### config.mk
export PLATFORM = sky130hd
export DESIGN_NAME = uart_io
export DESIGN_NICKNAME = d
export VERILOG_FILES = /design/src/rtl/uart_pkg.sv /design/src/rtl/uart_fifo.sv /design/src/rtl/uart_io.sv
export SDC_FILE = /design/constraint.sdc
export NUM_CORES = 1
export LEC_CHECK = 0
export BUFFER_PORTS_ARGS = -buffer_cell sky130_fd_sc_hd__buf_2
export CAP_MARGIN = 10
export CELL_PAD_IN_SITES_DETAIL_PLACEMENT = 0
export CELL_PAD_IN_SITES_GLOBAL_PLACEMENT = 1
export CORE_AREA = 2 2 129 131
export CTS_CLUSTER_DIAMETER = 100
export CTS_CLUSTER_SIZE = 28
export DETAILED_ROUTE_END_ITERATION = 16
export DIE_AREA = 0 0 131 133
export HOLD_SLACK_MARGIN = 0.06
export PLACE_DENSITY_LB_ADDON = 0.1
export RECOVER_POWER = 25
export SYNTH_ARGS = -nofsm -noshare
export SYNTH_HDL_FRONTEND = slang
export SYNTH_SLANG_ARGS = --single-unit
### constraint.sdc
create_clock -name clk -period 8.6 [get_ports clk]
set_input_delay 0 -clock clk [delete_from_list [all_inputs] [get_ports clk]]
set_output_delay 0 -clock clk [all_outputs]
set_load 0.02 [all_outputs]
### src/rtl/uart_pkg.sv
// ---------------------------------------------------------------------------
// uart_pkg
// Shared constants for the UART IO block: IO address decode bits, STATUS
// register bit positions, and the TX/RX state encodings.
// ---------------------------------------------------------------------------
package uart_pkg;

    // mem_addr bit that selects the DATA register / the STATUS register
    localparam int ADDR_DATA_BIT   = 12;
    localparam int ADDR_STATUS_BIT = 13;

    // STATUS register bit positions
    localparam int ST_TX_NOT_FULL  = 0;
    localparam int ST_RX_NOT_EMPTY = 1;
    localparam int ST_OVERRUN      = 2;
    localparam int ST_IRQ_EN       = 3;

    typedef enum logic [1:0] {
        TX_IDLE  = 2'd0,
        TX_START = 2'd1,
        TX_DATA  = 2'd2,
        TX_STOP  = 2'd3
    } tx_state_t;

    typedef enum logic [1:0] {
        RX_IDLE  = 2'd0,
        RX_START = 2'd1,
        RX_DATA  = 2'd2,
        RX_STOP  = 2'd3
    } rx_state_t;

endpackage

### src/rtl/uart_fifo.sv
// ---------------------------------------------------------------------------
// uart_fifo
// Synchronous FIFO, DEPTH entries (power of 2) of WIDTH bits.
//   clk, reset : clock, synchronous active-high reset (empties the FIFO)
//   i_push     : write i_din (ignored when full unless a pop succeeds too)
//   i_pop      : drop the head entry (ignored when empty)
//   o_dout     : head entry (valid when !o_empty)
//   o_empty    : no entries
//   o_full     : DEPTH entries
// A same-cycle push and pop is ordered pop-then-push, so a full FIFO
// accepts the push and an empty FIFO only takes the push.
// ---------------------------------------------------------------------------
module uart_fifo #(
    parameter int WIDTH = 8,
    parameter int DEPTH = 8
) (
    input  logic             clk,
    input  logic             reset,
    input  logic             i_push,
    input  logic [WIDTH-1:0] i_din,
    input  logic             i_pop,
    output logic [WIDTH-1:0] o_dout,
    output logic             o_empty,
    output logic             o_full
);
    localparam int AW = $clog2(DEPTH);

    logic [WIDTH-1:0] r_mem [DEPTH];
    logic [AW-1:0]    r_wp;
    logic [AW-1:0]    r_rp;
    logic [AW:0]      r_cnt;
    logic             w_push_ok;
    logic             w_pop_ok;

    assign o_empty   = (r_cnt == '0);
    assign o_full    = (r_cnt == (AW+1)'(DEPTH));
    assign w_pop_ok  = i_pop && !o_empty;
    assign w_push_ok = i_push && (!o_full || w_pop_ok);
    assign o_dout    = r_mem[r_rp];

    always_ff @(posedge clk) begin
        if (w_push_ok) r_mem[r_wp] <= i_din;
    end

    always_ff @(posedge clk) begin
        if (reset) begin
            r_wp  <= '0;
            r_rp  <= '0;
            r_cnt <= '0;
        end else begin
            if (w_push_ok) r_wp <= r_wp + 1'b1;
            if (w_pop_ok)  r_rp <= r_rp + 1'b1;
            case ({w_push_ok, w_pop_ok})
                2'b10:   r_cnt <= r_cnt + 1'b1;
                2'b01:   r_cnt <= r_cnt - 1'b1;
                default: r_cnt <= r_cnt;
            endcase
        end
    end
endmodule

### src/rtl/uart_io.sv
// ---------------------------------------------------------------------------
// uart_io
// Memory-mapped 8N1 UART with TX and RX FIFOs.
//   clk, reset        : clock, synchronous active-high reset
//   io_rd, io_wr      : one-cycle CPU read / write strobes
//   mem_addr          : bit 12 selects DATA, bit 13 selects STATUS
//   dout              : CPU write data
//   io_din            : read data, registered on io_rd and held
//   interrupt_request : irq_en & rx_not_empty (registered)
//   uart_rx / uart_tx : serial in (asynchronous) / serial out (idle high)
// STATUS = {12'h000, irq_en, overrun, rx_not_empty, tx_not_full}.
// Build option: define UART_IRQ_EN to enable the interrupt; otherwise
// interrupt_request is 0 and irq_en reads 0.
// ---------------------------------------------------------------------------
module uart_io
    import uart_pkg::*;
#(
    parameter int CLKS_PER_BIT = 104,
    parameter int DEPTH        = 8
) (
    input  logic        clk,
    input  logic        reset,
    input  logic        io_rd,
    input  logic        io_wr,
    input  logic [15:0] mem_addr,
    input  logic [15:0] dout,
    output logic [15:0] io_din,
    output logic        interrupt_request,
    input  logic        uart_rx,
    output logic        uart_tx
);
    localparam int CW = $clog2(CLKS_PER_BIT);

    logic        w_sel_data, w_sel_status, w_irq_en;
    logic        w_tx_empty, w_tx_full, w_tx_pop, w_tx_tick, w_tx_bit;
    logic        w_rx_empty, w_rx_full, w_rx_pop, w_rx_push, w_rx_tick, w_rx_half;
    logic [7:0]  w_tx_dout, w_rx_dout;
    logic [15:0] w_status, w_rd_data;
    tx_state_t   r_tx_state, w_tx_next;
    rx_state_t   r_rx_state, w_rx_next;
    logic [CW-1:0] r_tx_cnt, r_rx_cnt;
    logic [2:0]  r_tx_idx, r_rx_idx;
    logic [7:0]  r_tx_shift, r_rx_shift;
    logic        r_tx, r_rx_s1, r_rx_s2, r_rx_prev, r_overrun;
    logic [15:0] r_io_din;

    assign w_sel_data   = mem_addr[ADDR_DATA_BIT];
    assign w_sel_status = mem_addr[ADDR_STATUS_BIT];

    uart_fifo #(.WIDTH(8), .DEPTH(DEPTH)) u_tx_fifo (
        .clk(clk), .reset(reset),
        .i_push(io_wr && w_sel_data), .i_din(dout[7:0]), .i_pop(w_tx_pop),
        .o_dout(w_tx_dout), .o_empty(w_tx_empty), .o_full(w_tx_full)
    );

    uart_fifo #(.WIDTH(8), .DEPTH(DEPTH)) u_rx_fifo (
        .clk(clk), .reset(reset),
        .i_push(w_rx_push), .i_din(r_rx_shift), .i_pop(w_rx_pop),
        .o_dout(w_rx_dout), .o_empty(w_rx_empty), .o_full(w_rx_full)
    );

    // ---------------- transmitter ----------------
    assign w_tx_tick = (r_tx_cnt == CW'(CLKS_PER_BIT - 1));

    always_comb begin
        w_tx_next = r_tx_state;
        w_tx_pop  = 1'b0;
        w_tx_bit  = 1'b1;
        case (r_tx_state)
            TX_IDLE:  if (!w_tx_empty) begin w_tx_next = TX_START; w_tx_pop = 1'b1; end
            TX_START: if (w_tx_tick) w_tx_next = TX_DATA;
            TX_DATA:  if (w_tx_tick && r_tx_idx == 3'd7) w_tx_next = TX_STOP;
            TX_STOP:  if (w_tx_tick) begin
                          if (!w_tx_empty) begin w_tx_next = TX_START; w_tx_pop = 1'b1; end
                          else w_tx_next = TX_IDLE;
                      end
            default:  w_tx_next = TX_IDLE;
        endcase
        // Line level is registered from the next state so uart_tx has no
        // combinational path; mid-DATA bit changes look one bit ahead.
        case (w_tx_next)
            TX_START: w_tx_bit = 1'b0;
            TX_DATA:  w_tx_bit = (r_tx_state == TX_DATA && w_tx_tick) ? r_tx_shift[1] : r_tx_shift[0];
            default:  w_tx_bit = 1'b1;
        endcase
    end

    always_ff @(posedge clk) begin
        if (reset) begin
            r_tx_state <= TX_IDLE;
            r_tx_cnt   <= '0;
            r_tx_idx   <= '0;
            r_tx_shift <= '0;
            r_tx       <= 1'b1;
        end else begin
            r_tx_state <= w_tx_next;
            r_tx       <= w_tx_bit;
            if (r_tx_state == TX_IDLE || w_tx_tick) r_tx_cnt <= '0;
            else                                     r_tx_cnt <= r_tx_cnt + 1'b1;
            if (w_tx_pop) r_tx_shift <= w_tx_dout;
            else if (r_tx_state == TX_DATA && w_tx_tick) r_tx_shift <= r_tx_shift >> 1;
            if (r_tx_state == TX_DATA && w_tx_tick) r_tx_idx <= r_tx_idx + 1'b1;
        end
    end

    // ---------------- receiver ----------------
    assign w_rx_tick = (r_rx_cnt == CW'(CLKS_PER_BIT - 1));
    assign w_rx_half = (r_rx_cnt == CW'(CLKS_PER_BIT / 2 - 1));

    always_comb begin
        w_rx_next = r_rx_state;
        w_rx_push = 1'b0;
        case (r_rx_state)
            RX_IDLE:  if (r_rx_prev && !r_rx_s2) w_rx_next = RX_START;
            RX_START: if (w_rx_half) w_rx_next = r_rx_s2 ? RX_IDLE : RX_DATA;
            RX_DATA:  if (w_rx_tick && r_rx_idx == 3'd7) w_rx_next = RX_STOP;
            RX_STOP:  if (w_rx_tick) begin
                          w_rx_next = RX_IDLE;
                          w_rx_push = r_rx_s2;   // stop bit 0: framing error, discard
                      end
            default:  w_rx_next = RX_IDLE;
        endcase
    end

    always_ff @(posedge clk) begin
        if (reset) begin
            r_rx_state <= RX_IDLE;
            r_rx_s1    <= 1'b1;
            r_rx_s2    <= 1'b1;
            r_rx_prev  <= 1'b1;
            r_rx_cnt   <= '0;
            r_rx_idx   <= '0;
            r_rx_shift <= '0;
        end else begin
            r_rx_state <= w_rx_next;
            r_rx_s1    <= uart_rx;
            r_rx_s2    <= r_rx_s1;
            r_rx_prev  <= r_rx_s2;
            if (r_rx_state == RX_IDLE || w_rx_next != r_rx_state || w_rx_tick) r_rx_cnt <= '0;
            else                                                                r_rx_cnt <= r_rx_cnt + 1'b1;
            if (w_rx_next == RX_START) r_rx_idx <= '0;
            else if (r_rx_state == RX_DATA && w_rx_tick) r_rx_idx <= r_rx_idx + 1'b1;
            if (r_rx_state == RX_DATA && w_rx_tick) r_rx_shift <= {r_rx_s2, r_rx_shift[7:1]};
        end
    end

    // ---------------- CPU register interface ----------------
    always_comb begin
        w_status                  = '0;
        w_status[ST_TX_NOT_FULL]  = !w_tx_full;
        w_status[ST_RX_NOT_EMPTY] = !w_rx_empty;
        w_status[ST_OVERRUN]      = r_overrun;
        w_status[ST_IRQ_EN]       = w_irq_en;
    end

    assign w_rx_pop  = io_rd && w_sel_data && !w_rx_empty;
    assign w_rd_data = ((w_sel_data && !w_rx_empty) ? {8'h00, w_rx_dout} : 16'h0000)
                     | (w_sel_status ? w_status : 16'h0000);

    always_ff @(posedge clk) begin
        if (reset) begin
            r_io_din  <= '0;
            r_overrun <= 1'b0;
        end else begin
            if (io_rd) r_io_din <= w_rd_data;
            // A byte only drops when the FIFO stays full through this cycle.
            if (w_rx_push && w_rx_full && !w_rx_pop)
                r_overrun <= 1'b1;
            else if (io_wr && w_sel_status && dout[ST_OVERRUN])
                r_overrun <= 1'b0;
        end
    end

    assign io_din  = r_io_din;
    assign uart_tx = r_tx;

`ifdef UART_IRQ_EN
    logic r_irq_en, r_irq;
    always_ff @(posedge clk) begin
        if (reset) begin
            r_irq_en <= 1'b0;
            r_irq    <= 1'b0;
        end else begin
            if (io_wr && w_sel_status) r_irq_en <= dout[ST_IRQ_EN];
            r_irq <= r_irq_en && !w_rx_empty;
        end
    end
    assign w_irq_en          = r_irq_en;
    assign interrupt_request = r_irq;
    logic w_unused_bits;
    assign w_unused_bits = ^{mem_addr[15:14], mem_addr[11:0], dout[15:8]};
`else
    assign w_irq_en          = 1'b0;
    assign interrupt_request = 1'b0;
    logic w_unused_bits;
    assign w_unused_bits = ^{mem_addr[15:14], mem_addr[11:0], dout[15:8], dout[3]};
`endif
endmodule

==> results.txt, run 1 <==
The total power came out at 1.93 mW. After detailed routing, the number of remaining DRC violations is 0. The total leakage power is 3.17 nW. The flow ran to the end, and the final reports show no timing, DRC or antenna violations. By startpoint and endpoint, the worst setup path is classified as reg2reg. The library cells used most frequently in the layout, excluding fill and tap cells, are 128 x edfxtp_1, 79 x dfxtp_1, 66 x nor2_1.

Summed over all failing endpoints, the final setup total negative slack is 0 ns. In the global route stage, met3 resource usage came out at 2.26%. The first global-routing pass estimated 23.9 mm of wire. The relative slew slack is 25.5%. The residual antenna-violating net count after detailed routing is 0. The number of cells after detailed placement came out at 837. The final layout contains routed wiring with a total length of 14.9 mm. The clock tree from TritonCTS is built. The count of yosys warnings during synthesis came out at 0. The count of distinct cell types in the synthesized netlist came out at 55. In this run the worst setup path begins at r_tx_state[0]$_SDFF_PP0_. The total number of vias came out at 4777. The post-CTS setup repair buffer count came out at 0. The path class of the tightest hold or removal check is in2reg. The placement-stage worst setup slack came out at 5.00 ns. The average vias per placed instance is 5.50. The number of clock sinks came out at 207. On the final layout, the worst clock skew is 0.0140 ns. Of the total power, the share spent switching nets is 25.2%.

For the worst setup path, the data required time is 8.98 ns. The count of port buffers added during placement came out at 23. The met2 track demand over resource in global routing is 28.0%. The internal portion of the total power is 1.45 mW. The async set-or-reset flop fraction in the synthesized netlist is 0%. The worst hold path begins at reset. The number of buffers created by CTS came out at 11. Setup repair after global routing left no endpoint under its margin. The count of cells in the finished layout, fillers not included, comes to 869. The I/O pin count came out at 55. Per report_power, the combinational group accounts for 14.1% of the total.

Summed over all instances, the cell type with the most area after synthesis is edfxtp_1. The worst setup path is captured at a flop. The violation count after the first detailed-route iteration came out at 371. The final count of negative-setup-slack endpoints came out at 0. After detailed routing, the average wire length per cell comes to 17.1 um.

The number of iterations in the first detailed-routing pass came out at 4. The number of cells produced by synthesis came out at 614. After synthesis, the cell types taking the most area are edfxtp_1 45%, dfxtp_1 19%, mux4_2 7.9%. The clock period minus final worst setup slack is 3.64 ns. The routability congestion estimate came out at 0.711.

The proportion of netlist area held by the largest area contributor is 45.2%. Entering global routing, the biggest net connects 63 pins. The initial utilization of the core area, before any placement, comes to 52.6%.

The initial antenna violation count came out at 0. met2 is the most crowded layer. The number of antenna diodes in the final layout is 0.

The root buffer cell chosen for the clock tree is clkbuf_16. The met1 routing resource usage after global routing came out at 26.9%. The peak fanout along the critical path is 19. The most used flip-flop cell after synthesis is edfxtp_1. The sequential power share is 57.6%. The switching power total came out at 488 uW. VDD sags by at most 0.000174 V.

The utilization after layout is 57.4%. The number of enable-type register cells in the synthesized netlist came out at 128. The portion of total power attributed to the clock network came out at 28.3%. The mean cell area of the mapped netlist is 13.8 um2. The layout overhead on the synthesized area is 9.11%.

The cell area after layout came out at 9280 um2. The site row count came out at 47. The core area came out at 16200 um2. After layout, the worst path uses 42.3% of the clock period. The endpoint arrival time on the critical path is 4.02 ns. The number of inserted filler cells in the final layout is 1314. The count of max-cap constraint violations came out at 0.

The chip height came out at 133 um. The hold buffer count at cts is 15. The total global-route track usage is 17.6%. The clock reaches the later pin of the worst-skew pair after 0.45 ns.

For the pin with the worst max-slew slack, the measured transition is 1.12 ns. The total placed instance area is 8820 um2. The final hold violation count is 0. The final-report max-slew violation count is 0. The net count reported at finish came out at 703. The worst hold margin is 0.240 ns. The post-CTS clock slew at the launch and capture registers of the worst setup and hold paths is 0.10 ns. The post-synthesis sequential element count came out at 207. In this run the critical register-to-register path is launched from r_tx_state[0]$_SDFF_PP0_.

The number of H-tree levels is 1. The cell area after synthesis came out at 8500 um2. The area of the die came out at 17400 um2. The maximum buffer depth of the clock tree came out at 3. The library cell used most frequently in the layout, excluding fill and tap cells, is edfxtp_1.

STA classifies the critical path startpoint as a flop. The share of post-route cells with drive strength above 1 is 13.3%. The least setup slack across all paths after layout came out at 4.96 ns. The HPWL after detailed placement is 9.88 mm.

In this run the power density over the cells is 209 nW/um2. Sequential cells were found to cover 63.8% of the synthesized design area. The upper clock frequency limit is 0.275 GHz. The width of the chip is 131 um. The via count of the first global-routing pass came out at 4656. The count of instances resized after the clock tree is built came out at 0. After global routing the overflow that remains totals 0.
-- path summary, 6_finish.rpt --
| check | endpoint | depth (start not counted) | slack (ns) |
|---|---|---|---|
| max | u_tx_fifo.r_cnt[2]$_SDFFE_PP0P_ | 13 | 4.96 |
| min | r_rx_shift[2]$_SDFFE_PP0P_ | 2 | 0.24 |
| max reg2reg | u_tx_fifo.r_cnt[2]$_SDFFE_PP0P_ | 13 | 4.96 |
| min reg2reg | r_rx_s2$_SDFF_PP1_ | 1 | 0.42 |
-- state kept, by name, indices dropped and copies added, names as in the netlist, 2 cells and up, named ones only --
name	count
u_tx_fifo.r_wp	3
r_rx_shift	8
r_tx_cnt	7
u_tx_fifo.r_mem	64
r_tx_idx	3
r_tx_state	2
u_rx_fifo.r_rp	3
u_rx_fifo.r_mem	64
u_rx_fifo.r_cnt	4
r_rx_cnt	7
u_rx_fifo.r_wp	3
r_tx_shift	8
u_tx_fifo.r_rp	3
r_rx_idx	3
io_din	8
r_rx_state	2
u_tx_fifo.r_cnt	4
-- cell families (layout without fill, tap and decap cells) --
family / Yosys count / count (layout) / synth area share [%]
AO/OA/AOI/OAI: 72 / 72 / 5.47
XOR/XNOR: 23 / 23 / 2.37
adder cells (fa/ha/maj): 21 / 21 / 3.18
buffers and inverters: 50 / 77 / 2.80
flip-flops: 207 / 207 / 63.8
multiplexers: 59 / 59 / 11.4
other: 1 / 9 / 0.0441
AND/OR/NAND/NOR: 181 / 181 / 10.9
-- power groups by stage --
stage | logic (mW) | clock network, mW | registers [mW]
floorplan | 0.222 | 0 | 1.13
detailed placement | 0.271 | 0 | 1.14
finish | 0.273 | 0.547 | 1.11
global route | 0.305 | 0.601 | 1.12
global placement | 0.263 | 0 | 1.13
CTS | 0.277 | 0.566 | 1.11
-- layer usage --
layer	wire (um)	vias to the layer above
li1	-	2314
met1	7020	2383
met2	7130	73
met3	601	7
met4	136	0
met5	0	-
-- cells in the mapped netlist, types with 6 or more instances --
library cell	count
a211oi_1	15
a21oi_1	25
a311oi_1	6
buf_4	12
clkbuf_1	18
dfxtp_1	79
edfxtp_1	128
ha_1	20
inv_1	13
mux2i_1	25
mux4_2	30
nand2_1	28
nand2b_1	6
nand3_1	23
nor2_1	66
nor2b_1	10
nor3_1	12
nor3b_1	7
o21ai_0	9
xnor2_1	10
xor2_1	13
-- critical path, stage by stage, from the launching register on --
cell,delay [ns]
dfxtp_1,0.42
inv_1,0.12
ha_1,0.32
nand4b_1,0.17
o22ai_1,0.41
nand2b_1,0.59
inv_1,0.25
ha_1,0.28
xor2_1,0.18
ha_1,0.16
a21oi_1,0.04
xor2_1,0.17
or3_1,0.31
a21oi_1,0.14
-- cell type report --
| cell class | count | area, um2 | area share (%) |
|---|---|---|---|
| Tap cell | 220 | 275 | 2.97 |
| Multi-Input combinational cell | 365 | 2890 | 31.1 |
| Timing Repair Buffer | 47 | 323 | 3.48 |
| Inverter | 13 | 48.8 | 0.526 |
| Sequential cell | 207 | 5430 | 58.5 |
| Clock buffer | 15 | 290 | 3.13 |
| Clock inverter | 2 | 25.0 | 0.270 |
(Power assumes the default switching activity.)
==> run 2, diff against run 1 <==
CORE_AREA = 2 2 141 143   (was 2 2 129 131)
DIE_AREA = 0 0 143 145   (was 0 0 131 133)
clock period = 3.1 ns   (was 8.6 ns; I/O delays follow)
==> results.txt, run 2 (synthesis gave the netlist of run 1 again) <==
The clock period minus final worst setup slack came out at 2.83 ns (-0.807 ns). The relative slew slack is 45.2% (+20 points). The I/O pin count came to 55 (unchanged).

The chip height was 145 um (+9.0%). STA classifies the critical path endpoint as a flop. Setup repair after global routing left no endpoint under its margin. The sequential power share came out at 56.8% (-0.8 points). The worst stage delay on the critical path is 0.51 ns (-0.08 ns).

The site row count came out at 51 (+8.5%). The net count reported at finish came out at 725 (+3.1%). The critical path goes through ha_1, nand2_1, or3_2, o21ai_0, inv_1, ha_1, a21o_1, a21oi_1, nand3b_1, a21o_1, a21oi_1. The wire length reported by the detailed router came out at 16.1 mm (+7.9%).

The post-CTS clock slew at the launch and capture registers of the worst setup and hold paths was 0.10 ns (about the same). The initial antenna violation count came out at 0 (unchanged). The total power came out at 5.44 mW (+180%). The number of H-tree levels is 1 (unchanged). The core area is 19200 um2 (+19%).

The switching power total came out at 1.38 mW (+180%). TritonCTS built the clock tree. The largest registers in the layout are u_rx_fifo.r_mem x64, u_tx_fifo.r_mem x64.

The upper clock frequency limit is 0.353 GHz (+28%). The number of inserted filler cells in the final layout came out at 1651 (+26%). The total negative setup slack was 0 ns (unchanged).

The utilization after layout came out at 49.4% (-8.0 points). The leading cell type in the layout, fill and taps excluded is edfxtp_1. The routability congestion estimate is 0.739 (+4.0%). The internal power contribution came to 4.06 mW (+180%). The largest voltage drop on the vdd net was 0.000460 V (+160%). The average vias per placed instance is 5.21 (-5.3%). The width of the chip came out at 143 um (+9.2%).

The final-report max-slew violation count came out at 0 (unchanged). The met1 routing resource usage after global routing came out at 21.8% (-5.1 points). The clock network latency to the later pin of the worst-skew pair came out at 0.46 ns (about the same). The post-route clock skew came to 0.0228 ns (+0.00875 ns). The count of instances resized after the clock tree is built came to 0 (unchanged). The largest net degree at the start of global routing was 36 (-43%). The worst hold margin is 0.134 ns (-0.107 ns). The critical path data required time is 3.50 ns (-5.48 ns). The count of port buffers added during placement was 23 (unchanged).

The number of iterations in the first detailed-routing pass came to 4 (unchanged). The layout overhead on the synthesized area is 11.6%. The total leakage power came out at 3.27 nW (+3.2%). The number of cells after detailed placement was 904 (+8.0%).

The number of remaining DRC errors was 0 (unchanged). The class of the worst hold path is in2reg. The count of max-cap constraint violations came out at 0 (unchanged).

The least setup slack across all paths after layout came out at 0.267 ns (-4.69 ns). The initial standard-cell utilization of the core came to 44.3% (-8.3 points). The run finished with clean final reports. The leftover overflow at the end of global routing is 0 (unchanged). The met2 track demand over resource in global routing came out at 27.5% (-0.44 points). The peak fanout along the critical path is 4 (-15).

The global routing usage on met3 was 2.28% (+0.013 points). The final hold violation count is 0 (unchanged). The cell area after layout is 9490 um2 (+2.3%). The endpoint arrival time on the critical path was 3.24 ns (-0.78 ns). The peak-usage layer in the global routing report is met2. The number of clock sinks is 207 (unchanged). The total placed instance area is 9030 um2 (+2.4%). The slowest stage of the critical path is the or3_2 cell. The CTS root buffer is clkbuf_16. The placement-stage worst setup slack came to 0.267 ns (-4.73 ns). The maximum buffer depth of the clock tree came out at 3 (unchanged). The power density relative to cell area came to 573 nW/um2 (+170%). The residual antenna-violating net count after detailed routing came out at 0 (unchanged). The share of post-route cells with drive strength above 1 is 15.5% (+2.2 points).

The critical path in this run is classified as reg2reg. The violation count after the first detailed-route iteration came out at 245 (-34%). The nature of the critical path startpoint is a flop. The post-route clock period utilization came out at 91.4% (+49 points). The top cell types in the final layout, fill and taps aside, are 128 x edfxtp_1, 79 x dfxtp_1, 66 x nor2_1. The via count of the first global-routing pass is 4857 (+4.3%). The average wire length per cell after detail routing came out at 17.2 um (+0.16%). The relative contribution of combinational cells to total power was 15.4% (+1.3 points). The total number of vias came to 4874 (+2.0%).

The wire length of the first global-routing pass was 26.2 mm (+9.4%). The switching power share of the total is 25.3% (+0.079 points). The number of antenna cells inserted came out at 0 (unchanged). The area of the die came to 20700 um2 (+19%). The HPWL reported at the end of detailed placement is 10.7 mm (+8.6%). The post-CTS setup repair buffer count is 0 (unchanged).

The number of standard cells in the layout, taps in and fillers out is 936 (+7.7%). The number of buffers created by CTS came out at 11 (unchanged). The final count of negative-setup-slack endpoints is 0 (unchanged).

The portion of total power attributed to the clock network came to 27.7% (-0.6 points). The measured slew at the worst slew-check pin came out at 0.820 ns (-0.297 ns). The total global-route track usage is 15.9% (-1.7 points).
## run 2: changes by cell type in the layout (fill, tap and decap cells not counted), sizes merged
cell / previous run / this run
buf: 24 / 46
clkinv: 2 / 1
clkinvlp: 0 / 1
## run 2: worst max-delay path: cells and delay by family (launching register included)
family / cells / cell delay, ns
fa+ha+maj: 2 / 0.55
compound gates: 5 / 1.02
simple gates: 3 / 0.73
flops: 1 / 0.37
buf+inv: 1 / 0.13
## run 2: cell type report
| class | instances | area, um2 | area share, % |
|---|---|---|---|
| clock buffer | 15 | 290 | 3.06 |
| inverter | 13 | 48.8 | 0.514 |
| timing repair buffer | 69 | 500 | 5.27 |
| multi-input combinational | 365 | 2870 | 30.2 |
| clock inverter | 2 | 23.8 | 0.251 |
| tap | 265 | 332 | 3.49 |
| sequential | 207 | 5430 | 57.2 |
## run 2: layer usage
| layer | wire (um) | up-vias | share of wire, % |
|---|---|---|---|
| met2 | 7990 | 82 | 50 |
| met1 | 7400 | 2425 | 46 |
| met3 | 526 | 6 | 3.3 |
| li1 | - | 2361 | - |
| met4 | 139 | 0 | 0.87 |
| met5 | 0 | - | 0 |
## run 2: path summary, 6_finish.rpt
check / from / endpoint / slack [ns] / cells after the start
worst max register to register: r_rx_cnt[0]$_SDFF_PP0_ / u_rx_fifo.r_cnt[3]$_SDFFE_PP0P_ / 0.27 / 11
worst max-delay path: r_rx_cnt[0]$_SDFF_PP0_ / u_rx_fifo.r_cnt[3]$_SDFFE_PP0P_ / 0.27 / 11
worst min register to register: r_rx_s1$_SDFF_PP1_ / r_rx_s2$_SDFF_PP1_ / 0.42 / 1
worst min-delay path: mem_addr[12] / u_tx_fifo.r_wp[2]$_SDFFE_PP0P_ / 0.13 / 5
## run 2: power groups by stage
stage | clock, mW | combinational (mW) | sequential, mW
after global placement | 0 | 0.817 | 3.15
after detailed placement | 0 | 0.833 | 3.16
final | 1.51 | 0.839 | 3.09
after floorplan | 0 | 0.616 | 3.12
after global routing | 1.68 | 0.937 | 3.11
after CTS | 1.58 | 0.851 | 3.09
## run 2: timing repair
action | CTS | global route
hold buffers | 15 | 0
endpoints found under the hold margin | 78 | 0
endpoints found under the setup margin | 0 | 0
